$ cat src/rtl/sik_mem_arbiter_if.sv
//------------------------------------------------------------------------------
// Module      : sik_mem_arbiter_if
// Description : Fetch, data and memory-side bundle of the Sik memory arbiter.
// Revision    : 1.0 - initial release
//------------------------------------------------------------------------------
`default_nettype none

interface sik_mem_arbiter_if #(
  parameter int ADDR_W = 16,
  parameter int DATA_W = 16
);
  logic              f_req;
  logic [ADDR_W-1:0] f_addr;
  logic              f_gnt;
  logic              f_rvalid;
  logic [DATA_W-1:0] f_rdata;
  logic              d_req;
  logic              d_we;
  logic [ADDR_W-1:0] d_addr;
  logic [DATA_W-1:0] d_wdata;
  logic              d_gnt;
  logic              d_ack;
  logic [DATA_W-1:0] d_rdata;
  logic              m_en;
  logic              m_we;
  logic [ADDR_W-1:0] m_addr;
  logic [DATA_W-1:0] m_wdata;
  logic [DATA_W-1:0] m_rdata;

  // Arbiter side
  modport slave (
    input  f_req, f_addr, d_req, d_we, d_addr, d_wdata, m_rdata,
    output f_gnt, f_rvalid, f_rdata, d_gnt, d_ack, d_rdata,
    output m_en, m_we, m_addr, m_wdata
  );

  // Requesters plus memory side
  modport master (
    output f_req, f_addr, d_req, d_we, d_addr, d_wdata, m_rdata,
    input  f_gnt, f_rvalid, f_rdata, d_gnt, d_ack, d_rdata,
    input  m_en, m_we, m_addr, m_wdata
  );
endinterface

`default_nettype wire

$ cat src/rtl/sik_mem_arbiter.sv
//------------------------------------------------------------------------------
// Module      : sik_mem_arbiter
// Description : Round-robin arbiter sharing one fixed-latency memory between
//               the fetch (read-only) and data (load/store) ports.
// Revision    : 1.0 - initial release
//------------------------------------------------------------------------------
`default_nettype none

module sik_mem_arbiter #(
  parameter int ADDR_W  = 16,
  parameter int DATA_W  = 16,
  parameter int MEM_LAT = 2
) (
  input  wire logic         clk,
  input  wire logic         reset,
  sik_mem_arbiter_if.slave  bus
);

  typedef enum logic [1:0] {
    S_IDLE  = 2'd0,
    S_ISSUE = 2'd1,
    S_WAIT  = 2'd2,
    S_RESP  = 2'd3
  } state_t;

  localparam logic [2:0] c_cnt_init = 3'(MEM_LAT - 1);

  state_t            r_state;
  logic              r_last_d;
  logic              r_cmd_d;
  logic              r_cmd_we;
  logic [2:0]        r_cnt;
  logic [DATA_W-1:0] r_rdata;
  logic              r_f_gnt;
  logic              r_d_gnt;
  logic              r_f_rvalid;
  logic              r_d_ack;
  logic              r_m_en;
  logic              r_m_we;
  logic [ADDR_W-1:0] r_m_addr;
  logic [DATA_W-1:0] r_m_wdata;

  logic              w_any;
  logic              w_win_d;
  logic              w_we;
  logic [ADDR_W-1:0] w_addr;
  logic [DATA_W-1:0] w_wdata;

  // D wins a tie only when F was granted last
  assign w_any   = bus.f_req | bus.d_req;
  assign w_win_d = bus.d_req & (~bus.f_req | ~r_last_d);
  assign w_we    = w_win_d & bus.d_we;
  assign w_addr  = w_win_d ? bus.d_addr  : bus.f_addr;
  assign w_wdata = w_win_d ? bus.d_wdata : '0;

  always_ff @(posedge clk) begin
    if (reset) begin
      r_state    <= S_IDLE;
      r_last_d   <= 1'b0;
      r_cmd_d    <= 1'b0;
      r_cmd_we   <= 1'b0;
      r_cnt      <= 3'd0;
      r_rdata    <= '0;
      r_f_gnt    <= 1'b0;
      r_d_gnt    <= 1'b0;
      r_f_rvalid <= 1'b0;
      r_d_ack    <= 1'b0;
      r_m_en     <= 1'b0;
      r_m_we     <= 1'b0;
      r_m_addr   <= '0;
      r_m_wdata  <= '0;
    end else begin
      r_f_gnt    <= 1'b0;
      r_d_gnt    <= 1'b0;
      r_f_rvalid <= 1'b0;
      r_d_ack    <= 1'b0;
      r_m_en     <= 1'b0;
      r_m_we     <= 1'b0;
      case (r_state)
        S_IDLE, S_RESP: begin
          if (w_any) begin
            // The memory command registers double as the held command
            r_state   <= S_ISSUE;
            r_cmd_d   <= w_win_d;
            r_cmd_we  <= w_we;
            r_last_d  <= w_win_d;
            r_f_gnt   <= ~w_win_d;
            r_d_gnt   <= w_win_d;
            r_m_en    <= 1'b1;
            r_m_we    <= w_we;
            r_m_addr  <= w_addr;
            r_m_wdata <= w_wdata;
          end else begin
            r_state <= S_IDLE;
          end
        end
        S_ISSUE: begin
          if (r_cmd_we) begin
            r_state <= S_RESP;
            r_d_ack <= 1'b1;
          end else begin
            r_state <= S_WAIT;
            r_cnt   <= c_cnt_init;
          end
        end
        S_WAIT: begin
          if (r_cnt == 3'd0) begin
            r_state    <= S_RESP;
            r_rdata    <= bus.m_rdata;
            r_f_rvalid <= ~r_cmd_d;
            r_d_ack    <= r_cmd_d;
          end else begin
            r_cnt <= r_cnt - 3'd1;
          end
        end
        default: r_state <= S_IDLE;
      endcase
    end
  end

  assign bus.f_gnt    = r_f_gnt;
  assign bus.f_rvalid = r_f_rvalid;
  assign bus.f_rdata  = r_rdata;
  assign bus.d_gnt    = r_d_gnt;
  assign bus.d_ack    = r_d_ack;
  assign bus.d_rdata  = r_rdata;
  assign bus.m_en     = r_m_en;
  assign bus.m_we     = r_m_we;
  assign bus.m_addr   = r_m_addr;
  assign bus.m_wdata  = r_m_wdata;

endmodule

`default_nettype wire

$ cat src/flat_wrapper.sv
// flat-port wrapper written by rule: the top's interface ports become plain ports
module sik_mem_arbiter_flat 
#(
  parameter int ADDR_W  = 16,
  parameter int DATA_W  = 16,
  parameter int MEM_LAT = 2
)
  (clk, reset, bus_f_req, bus_f_addr, bus_d_req, bus_d_we, bus_d_addr, bus_d_wdata, bus_m_rdata, bus_f_gnt, bus_f_rvalid, bus_f_rdata, bus_d_gnt, bus_d_ack, bus_d_rdata, bus_m_en, bus_m_we, bus_m_addr, bus_m_wdata);
  sik_mem_arbiter_if #(.ADDR_W(ADDR_W), .DATA_W(DATA_W)) bus_i ();
  input  wire logic clk;
  input  wire logic reset;
  input wire logic [$bits(bus_i.f_req)-1:0] bus_f_req;
  input wire logic [$bits(bus_i.f_addr)-1:0] bus_f_addr;
  input wire logic [$bits(bus_i.d_req)-1:0] bus_d_req;
  input wire logic [$bits(bus_i.d_we)-1:0] bus_d_we;
  input wire logic [$bits(bus_i.d_addr)-1:0] bus_d_addr;
  input wire logic [$bits(bus_i.d_wdata)-1:0] bus_d_wdata;
  input wire logic [$bits(bus_i.m_rdata)-1:0] bus_m_rdata;
  output wire logic [$bits(bus_i.f_gnt)-1:0] bus_f_gnt;
  output wire logic [$bits(bus_i.f_rvalid)-1:0] bus_f_rvalid;
  output wire logic [$bits(bus_i.f_rdata)-1:0] bus_f_rdata;
  output wire logic [$bits(bus_i.d_gnt)-1:0] bus_d_gnt;
  output wire logic [$bits(bus_i.d_ack)-1:0] bus_d_ack;
  output wire logic [$bits(bus_i.d_rdata)-1:0] bus_d_rdata;
  output wire logic [$bits(bus_i.m_en)-1:0] bus_m_en;
  output wire logic [$bits(bus_i.m_we)-1:0] bus_m_we;
  output wire logic [$bits(bus_i.m_addr)-1:0] bus_m_addr;
  output wire logic [$bits(bus_i.m_wdata)-1:0] bus_m_wdata;
  assign bus_i.f_req = bus_f_req;
  assign bus_i.f_addr = bus_f_addr;
  assign bus_i.d_req = bus_d_req;
  assign bus_i.d_we = bus_d_we;
  assign bus_i.d_addr = bus_d_addr;
  assign bus_i.d_wdata = bus_d_wdata;
  assign bus_i.m_rdata = bus_m_rdata;
  assign bus_f_gnt = bus_i.f_gnt;
  assign bus_f_rvalid = bus_i.f_rvalid;
  assign bus_f_rdata = bus_i.f_rdata;
  assign bus_d_gnt = bus_i.d_gnt;
  assign bus_d_ack = bus_i.d_ack;
  assign bus_d_rdata = bus_i.d_rdata;
  assign bus_m_en = bus_i.m_en;
  assign bus_m_we = bus_i.m_we;
  assign bus_m_addr = bus_i.m_addr;
  assign bus_m_wdata = bus_i.m_wdata;
  sik_mem_arbiter #(.ADDR_W(ADDR_W), .DATA_W(DATA_W), .MEM_LAT(MEM_LAT)) u_core (.clk(clk), .reset(reset), .bus(bus_i));
endmodule
$ cat config.mk
export PLATFORM = sky130hd
export DESIGN_NAME = sik_mem_arbiter_flat
export DESIGN_NICKNAME = d
export VERILOG_FILES = /design/src/rtl/sik_mem_arbiter_if.sv /design/src/rtl/sik_mem_arbiter.sv /design/src/flat_wrapper.sv
export SDC_FILE = /design/constraint.sdc
export NUM_CORES = 1
export LEC_CHECK = 0
export ABC_AREA = 1
export CAP_MARGIN = 40
export CORE_MARGIN = 2
export CORE_UTILIZATION = 40
export DETAILED_ROUTE_END_ITERATION = 8
export PLACE_DENSITY = 0.87
export SLEW_MARGIN = 15
export SYNTH_ARGS = -nofsm -noshare
export SYNTH_HDL_FRONTEND = slang
export SYNTH_SLANG_ARGS = --single-unit
$ cat constraint.sdc
create_clock -name clk -period 1.6 [get_ports clk]
set_input_delay 0.48 -clock clk [delete_from_list [all_inputs] [get_ports clk]]
set_output_delay 0.48 -clock clk [all_outputs]
set_load 0.05 [all_outputs]
# [Word level (Yosys, flattened, before mapping)]
# Cells that the tools add are included.
[op_classes] reduce_logical=10 n_bitwise=11 add_sub_neg=1 n_eq_ne=6 mux=13
[ops] operator="$mux W16" count=2
[ops] operator="$not A1 Y1" count=7
[ops] operator="$mux W3" count=2
[ops] operator="$pmux W2 S3" count=1
[ops] operator="$pmux W3 S2" count=1
[ops] operator="$reduce_or A3 Y1" count=2
[ops] operator="$mux W1" count=5
[ops] operator="$eq A2 B2 Y1 const B" count=2
[ops] operator="$ne A2 B2 Y1 const B" count=2
[ops] operator="$reduce_and A2 Y1" count=2
[ops] operator="$reduce_or A2 Y1" count=2
[ops] operator="$logic_not A3 Y1" count=1
[ops] operator="$reduce_and A3 Y1" count=1
[ops] operator="$sub A3 B1 Y3 const B" count=1
[ops] operator="$and A1 B1 Y1" count=2
[ops] operator="$eq A2 B1 Y1 const B" count=1
[ops] operator="$logic_not A2 Y1" count=1
[ops] operator="$mux W2" count=1
[ops] operator="$ne A2 B1 Y1 const B" count=1
[ops] operator="$or A1 B1 Y1" count=2
[ops] operator="$pmux W1 S2" count=1
[ops] operator="$reduce_bool A2 Y1" count=1
[totals] input_bits=69 output_inout_bits=70 ff_bits=61

# [Logic depth before layout (Yosys ltp)]
# Gate-level depths: netlist of the first run.
[logic_depth] word_depth=4 depth_mapped=8 mapped_depth_nobuf=8

# [Worst setup path before layout of the first run]
# OpenSTA, ideal clock, no wires.
[synth_path] path_type="register to register" start="reg u_core.r_cnt[0]" end="reg u_core.r_rdata[0], in the netlist u_core.bus.d_rdata[0]" required_ps=1484 setup_slack_ps=132 arrival_ps=1352 path_buffers=1 path_stages_with_launch=9 path_cell_list="dfxtp_1 inv_1 ha_1 ha_1 nand2_2 clkinv_1 buf_2 nor2_1 nor2_1"
[synth_between] elab_chain_len=2
[synth_lines] element="start, declared" line="sik_mem_arbiter.sv:32" rtl="logic [2:0] r_cnt;"
[synth_lines] element="start signal, assigned" line="sik_mem_arbiter.sv:103" rtl="r_cnt <= c_cnt_init;"
[synth_lines] element="start signal, assigned" line="sik_mem_arbiter.sv:113" rtl="r_cnt <= r_cnt - 3'd1;"
[synth_lines] element="$logic_not A3 Y1" line="sik_mem_arbiter.sv:107" rtl="if (r_cnt == 3'd0) begin"
[synth_lines] element="$reduce_and A2 Y1 (no source line)"
[synth_lines] element="end signal, assigned" line="sik_mem_arbiter.sv:109" rtl="r_rdata <= bus.m_rdata;"
[synth_lines] element="end, declared" line="sik_mem_arbiter.sv:33" rtl="logic [DATA_W-1:0] r_rdata;"
# Every way passes these cells.
# A chain may end at the register's enable or synchronous reset.

# [Worst setup path in the final report of the first run]
[layout_path] start="in bus_f_req" end="reg u_core.r_m_addr[1], in the netlist u_core.bus.m_addr[1]"
[layout_between] elab_chain_len=4
[layout_lines] element="start, declared" line="flat_wrapper.sv:12" rtl="input wire logic [$bits(bus_i.f_req)-1:0] bus_f_req;"
[layout_lines] element="$not A1 Y1" line="sik_mem_arbiter.sv:51" rtl="assign w_win_d = bus.d_req & (~bus.f_req | ~r_last_d);"
[layout_lines] element="$or A1 B1 Y1" line="sik_mem_arbiter.sv:51"
[layout_lines] element="$and A1 B1 Y1" line="sik_mem_arbiter.sv:51"
[layout_lines] element="$mux W16" line="sik_mem_arbiter.sv:53" rtl="assign w_addr = w_win_d ? bus.d_addr : bus.f_addr;"
[layout_lines] element="end signal, assigned" line="sik_mem_arbiter.sv:91" rtl="r_m_addr <= w_addr;"
[layout_lines] element="end, declared" line="sik_mem_arbiter.sv:40" rtl="logic [ADDR_W-1:0] r_m_addr;"
# Parallel ways exist; a longest one is shown, timed or not.

==> results.ini, run 1 <==
[power]
power_per_cell_area_nw_per_um2 = 2047
ir_drop_uv = 1411
leakagePower_nw = 2.086

[sta]
finalSetupViolCount = 0
fin_crit_sh = 0.9734
fmax_mhz = 642.1
min_period_ns = 1.557
finalHoldViolCount = 0
worst_clock_skew_ns = 0.01036
tightest_slew_ns = 0.3037
max_slew_margin = 0.7972
layout_setup_ws_ns = 0.04253
slew_violations = 0

[cts]
clk_pin_slew_ns = 0.07
cts_made_buffers = 9
tritoncts = built
cts.sinks = 61
htree_levels = 3
clockBufferDepth = 2
cts-root-buf = clkbuf_8
insertion_delay_ns = 0.34
hold_buffers = 0

[yosys]
yosysWarningCount = 0
synth.net_count = 427
ys_seq_area_frac = 0.4537
synthDistinctLibCells = 23
synth_top_cell_area_share = 0.4537
syn_area_per_cell_um2 = 7.603
synth_area_um2 = 2691
yosysTopAreaCell = dfxtp_1
synth_seq_cells = 61
synthTopCellsByArea = dfxtp_1, nor2_1, nand2_1
synth_cells = 354

[route]
wl_per_cell_um = 15.14
vias = 2920
wl_met1_mm = 3.283
antenna_left = 0
viasPerCell = 5.168
drtIter0Drc = 143
wl_met2_mm = 4.424
drt-total-wl_mm = 8.554
met3_length_um = 685
highest_layer = met4
drc = 0
dr.pass1.iters = 4

[global_route]
grt_max_degree = 49
grt_usage = 0.2312
gr-total-overflow = 0
grt_first_pass_wirelength_mm = 13.58
antenna_found_initial = 0
grt_pass1_vias = 2905

[cells_and_area]
final_util = 0.7906
area_growth_pct = 88.66
post_route_cells_drive_above_1_share = 0.2336
diodes = 0
finalNetCount = 557

[place]
gp_congestion = 0.8355
io_buffer_count = 138
dp_hpwl_mm = 6.369
post-place-ws_ns = -0.1850

[floorplanning]
start_util = 0.4191
dieWidth_um = 86.03
fp.dieH_um = 86.03
fp.coreArea_um2 = 6422
rows = 29
ios = 139
dieArea_um2 = 7400

[critical_path]
cp_max_fo = 6
crit_type = in2reg
startpoint_type = input port
required_ns = 1.82
setup.worst_path.end_class = flip-flop
cp.arrival_ns = 1.78

[run]
maxCapViolations = 0

[hold_path]
min_path_type = reg2reg

[run_status]
status = completed

power by group:
group          internal, mW  switching, mW
Combinational          3.05           3.42
Clock                 0.789          0.569
Sequential             1.98          0.574
through the flow:
stage / power [mW] / instances / hold slack (ns) / TNS (ns) / cell area, µm²
2_1_floorplan: 5.742 / 354 / 0.4453 / 0 / 2691
3_3_place_gp: 8.569 / 546 / 0.4536 / -1.533 / 4798
3_5_place_dp: 8.754 / 546 / 0.4646 / -4.602 / 4798
4_1_cts: 10.13 / 561 / 0.4745 / 0 / 4997
5_1_grt: 10.87 / 565 / 0.5076 / -0.01659 / 5077
6_report: 10.39 / 565 / 0.4799 / 0 / 5077
area by class of cell:
cell class,count,area (µm²)
clock buffer,11,151.4
clock inverter,4,47.55
fill,374,1345
inverter,14,52.55
multi-input combinational,238,1166
sequential,61,1222
tap,77,96.34
timing repair buffer,160,2341
worst paths after layout:
kind | slack [ns] | depth (start not counted) | endpoint | from
worst max-delay path | 0.04 | 7 | u_core.bus.m_addr[1] | bus_f_req
worst min-delay path | 0.48 | 2 | u_core.r_cnt[2] | u_core.r_cnt[2]
worst max register to register | 0.06 | 8 | u_core.bus.m_addr[1] | u_core.r_state[0]
worst min register to register | 0.48 | 2 | u_core.r_cnt[2] | u_core.r_cnt[2]
cell usage after synthesis:
cell	number
nor2_2	1
a21boi_0	1
nand2_2	1
dfxtp_1	61
o21ai_0	18
a21boi_1	15
o21ai_1	17
a21oi_1	22
nand4_1	18
buf_6	1
buf_1	1
ha_1	4
clkbuf_1	5
nor3_1	1
nor2_4	1
nand3_1	18
inv_1	13
clkinv_1	1
buf_2	10
nor2_1	71
buf_4	24
o21ai_4	1
nand2_1	49
layout by cell type (no fill, tap or decap), types with 2 or more instances in the layout:
cell type        Yosys  routed
buf_12               0      75
a21oi_1             22      22
nand2_1             49      49
buf_2               10       2
clkdlybuf4s50_1      0      67
dfxtp_1             61      60
ha_1                 4       3
nand3_1             18      18
nor2_1              71      71
a21boi_1            15      15
o21ai_0             18      18
clkinv_2             0       2
clkbuf_16            0       2
buf_4               24      13
o21ai_1             17      17
inv_1               13      13
nand4_1             18      18
clkbuf_8             0      11
cell families after synthesis:
family                     count (synthesis)  synth area share
AOI/OAI and AO/OA                         74            0.1567
buffers and inverters                     55            0.1176
and+or+nand+nor                          160            0.2534
adders and majority gates                  4           0.01860
DFF                                       61            0.4537
sequential cells by signal, indices dropped and copies added (netlist names):
name and flops:
u_core.r_state 2, u_core.bus.d_gnt 1, u_core.bus.f_gnt 1, u_core.bus.d_ack 1, u_core.bus.m_we 1, u_core.bus.m_addr 16
u_core.r_cmd_we 1, u_core.bus.d_rdata 16, u_core.r_cnt 3, u_core.bus.f_rvalid 1, u_core.bus.m_en 1, u_core.r_last_d 1
u_core.bus.m_wdata 16
layer usage:
metal / vias up / GRT usage
met5: - / 0
met4: 0 / 0.07792
met3: 19 / 0.07892
met2: 141 / 0.4137
met1: 1352 / 0.2542
li1: 1408 / -
worst max-delay path, stage by stage:
cell and delay [ns]:
clkdlybuf4s50_1 0.54, nor2_2 0.06, nor2_4 0.26, clkbuf_16 0.20, nand2_1 0.05, nor2_1 0.11, nor2_1 0.07
what timing repair did:
item / in CTS / in global routing
endpoints found under the setup margin: 0 / 20
buffers inserted: 0 / 1
resized for setup: 0 / 4
(Power assumes the default switching activity.)
==> inputs of run 2 (changes only) <==
--- a/config.mk
+++ b/config.mk
@@ -7,7 +7,7 @@
 export LEC_CHECK = 0
 export ABC_AREA = 1
 export CAP_MARGIN = 40
-export CORE_MARGIN = 2
+export CORE_MARGIN = 1
 export CORE_UTILIZATION = 40
 export DETAILED_ROUTE_END_ITERATION = 8
 export PLACE_DENSITY = 0.87
==> results.ini, run 2 (same netlist as run 1, synthesis figures left out) <==
[run_status]
status = complete, but fails checks
failed_checks = design-rule violations

[cts]
cts_made_buffers = 9  ; unchanged
tritoncts = built
hold_buffers = 0  ; unchanged
cts.sinks = 61  ; unchanged
insertion_delay_ns = 0.32  ; -0.02 ns
clockBufferDepth = 2  ; unchanged
clk_pin_slew_ns = 0.06  ; about the same
cts-root-buf = clkbuf_8
htree_levels = 3  ; unchanged

[place]
io_buffer_count = 138  ; unchanged
dp_hpwl_mm = 6.030  ; -5.3%
post-place-ws_ns = -0.1985  ; -0.01348 ns
gp_congestion = 0.8797  ; +5.3%

[sta]
finalSetupViolCount = 0  ; unchanged
finalHoldViolCount = 0  ; unchanged
fmax_mhz = 670.9  ; +4.5%
slew_violations = 0  ; unchanged
rsz0062_at_grt = false
worst_clock_skew_ns = 0.005644  ; -0.004717 ns
holdWs_ns = 0.4678  ; -0.01217 ns
tightest_slew_ns = 0.2813  ; -0.02247 ns
max_slew_margin = 0.8122  ; +0.01500
min_period_ns = 1.491  ; -0.06693 ns
fin_crit_sh = 0.9316  ; -0.04183
layout_setup_ws_ns = 0.1095  ; +0.06693 ns

[route]
viasPerCell = 5.059  ; -2.1%
antenna_left = 0  ; unchanged
drtIter0Drc = 190  ; +33%
drt-total-wl_mm = 7.902  ; -7.6%
wl_per_cell_um = 14.16  ; -6.5%
vias = 2823  ; -3.3%
drc = 26  ; +26
dr.pass1.iters = 6  ; +2

[critical_path]
cp_max_fo = 32  ; +26
required_ns = 1.82  ; about the same
reg2reg_depth = 7  ; -1
crit_type = in2reg
setup.worst_path.end_class = flip-flop
cp.arrival_ns = 1.71  ; -0.07 ns
startpoint_type = input port

[floorplanning]
ios = 139  ; unchanged
fp.coreArea_um2 = 6422  ; unchanged
rows = 29  ; unchanged
start_util = 0.4191  ; unchanged
dieArea_um2 = 7060  ; -4.6%
dieWidth_um = 84.03  ; -2.3%
fp.dieH_um = 84.03  ; -2.3%

[power]
leakagePower_nw = 2.022  ; -3.1%
ir_drop_uv = 1379  ; -2.3%
power_per_cell_area_nw_per_um2 = 1986  ; -3.0%

[global_route]
grt.busiest_layer = met2
met2_usage = 0.4121  ; -0.001600
grt_first_pass_wirelength_mm = 12.82  ; -5.6%
gr-total-overflow = 0  ; unchanged
grtUsageMet1 = 0.2522  ; -0.002008
grt_usage = 0.2297  ; -0.001506
grt_pass1_vias = 2738  ; -5.7%
grt_max_degree = 49  ; unchanged
antenna_found_initial = 0  ; unchanged
use_met3 = 0.07319  ; -0.005727

[cells_and_area]
post_route_cells_drive_above_1_share = 0.2183  ; -0.01531
area_growth_pct = 83.40
finalNetCount = 551  ; -1.1%
n_fill_cell = 416  ; +11%
layout_common_cells = buf_12, nor2_1, clkdlybuf4s50_1, dfxtp_1, nand2_1
diodes = 0  ; unchanged
final_common_cell = buf_12

[hold_path]
min_path_type = reg2reg
min_path_cells = 2  ; unchanged

[run]
maxCapViolations = 0  ; unchanged

[run 2: final timing paths]
kind,from,to,slack (ns)
max,bus_f_req,u_core.bus.m_addr[3],0.11
max reg2reg,u_core.r_state[0],u_core.bus.m_wdata[13],0.13
min reg2reg,u_core.r_cnt[1],u_core.r_cnt[1],0.47
min,u_core.r_cnt[1],u_core.r_cnt[1],0.47
[run 2: cell type report]
class,count,area [µm²],share of cell area
sequential,61,1221,0.2474
tap,77,96.34,0.01952
clock buffer,12,155.1,0.03143
clock inverter,2,10.01,0.002028
timing repair buffer,154,2247,0.4553
multi-input combinational,238,1154,0.2337
inverter,14,52.55,0.01065
[run 2: where the power goes]
| part | switching (mW) | internal (mW) |
|---|---|---|
| sequential | 0.558 | 1.98 |
| clock | 0.545 | 0.624 |
| combinational | 3.31 | 2.78 |
| total | 4.42 | 5.39 |
[run 2: critical path, stage by stage]
cell and delay [ns]:
clkdlybuf4s50_1 0.54, nand2_1 0.15, buf_12 0.20, nand3_1 0.08, nand2_1 0.06, nor2_1 0.13, nor2_1 0.06
[run 2: repair_timing]
| item | 4_1_cts | 5_1_grt |
|---|---|---|
| gates resized for setup | 0 | 1 |
| setup endpoints to repair | 0 | 13 |
| setup buffers | 0 | 1 |
[run 2: stage by stage]
| stage | cell area, µm² | instances | TNS [ns] | util | power [mW] |
|---|---|---|---|---|---|
| 3_3_place_gp | 4763 | 543 | -1.689 | 0.7417 | 8.476 |
| 5_1_grt | 4936 | 558 | 0 | 0.7686 | 10.27 |
| 2_1_floorplan | 2691 | 354 | 0 | - | 5.742 |
| 6_report | 4936 | 558 | 0 | 0.7686 | 9.802 |
| 4_1_cts | 4928 | 557 | 0 | 0.7674 | 9.826 |
| 3_5_place_dp | 4763 | 543 | -4.003 | 0.7417 | 8.634 |
[run 2: routing by layer]
metal  vias to the layer above  share of wire
li1                       1396              -
met1                      1280           0.40
met2                       128           0.50
met3                        19          0.073
met4                         0          0.025
met5                         -              0
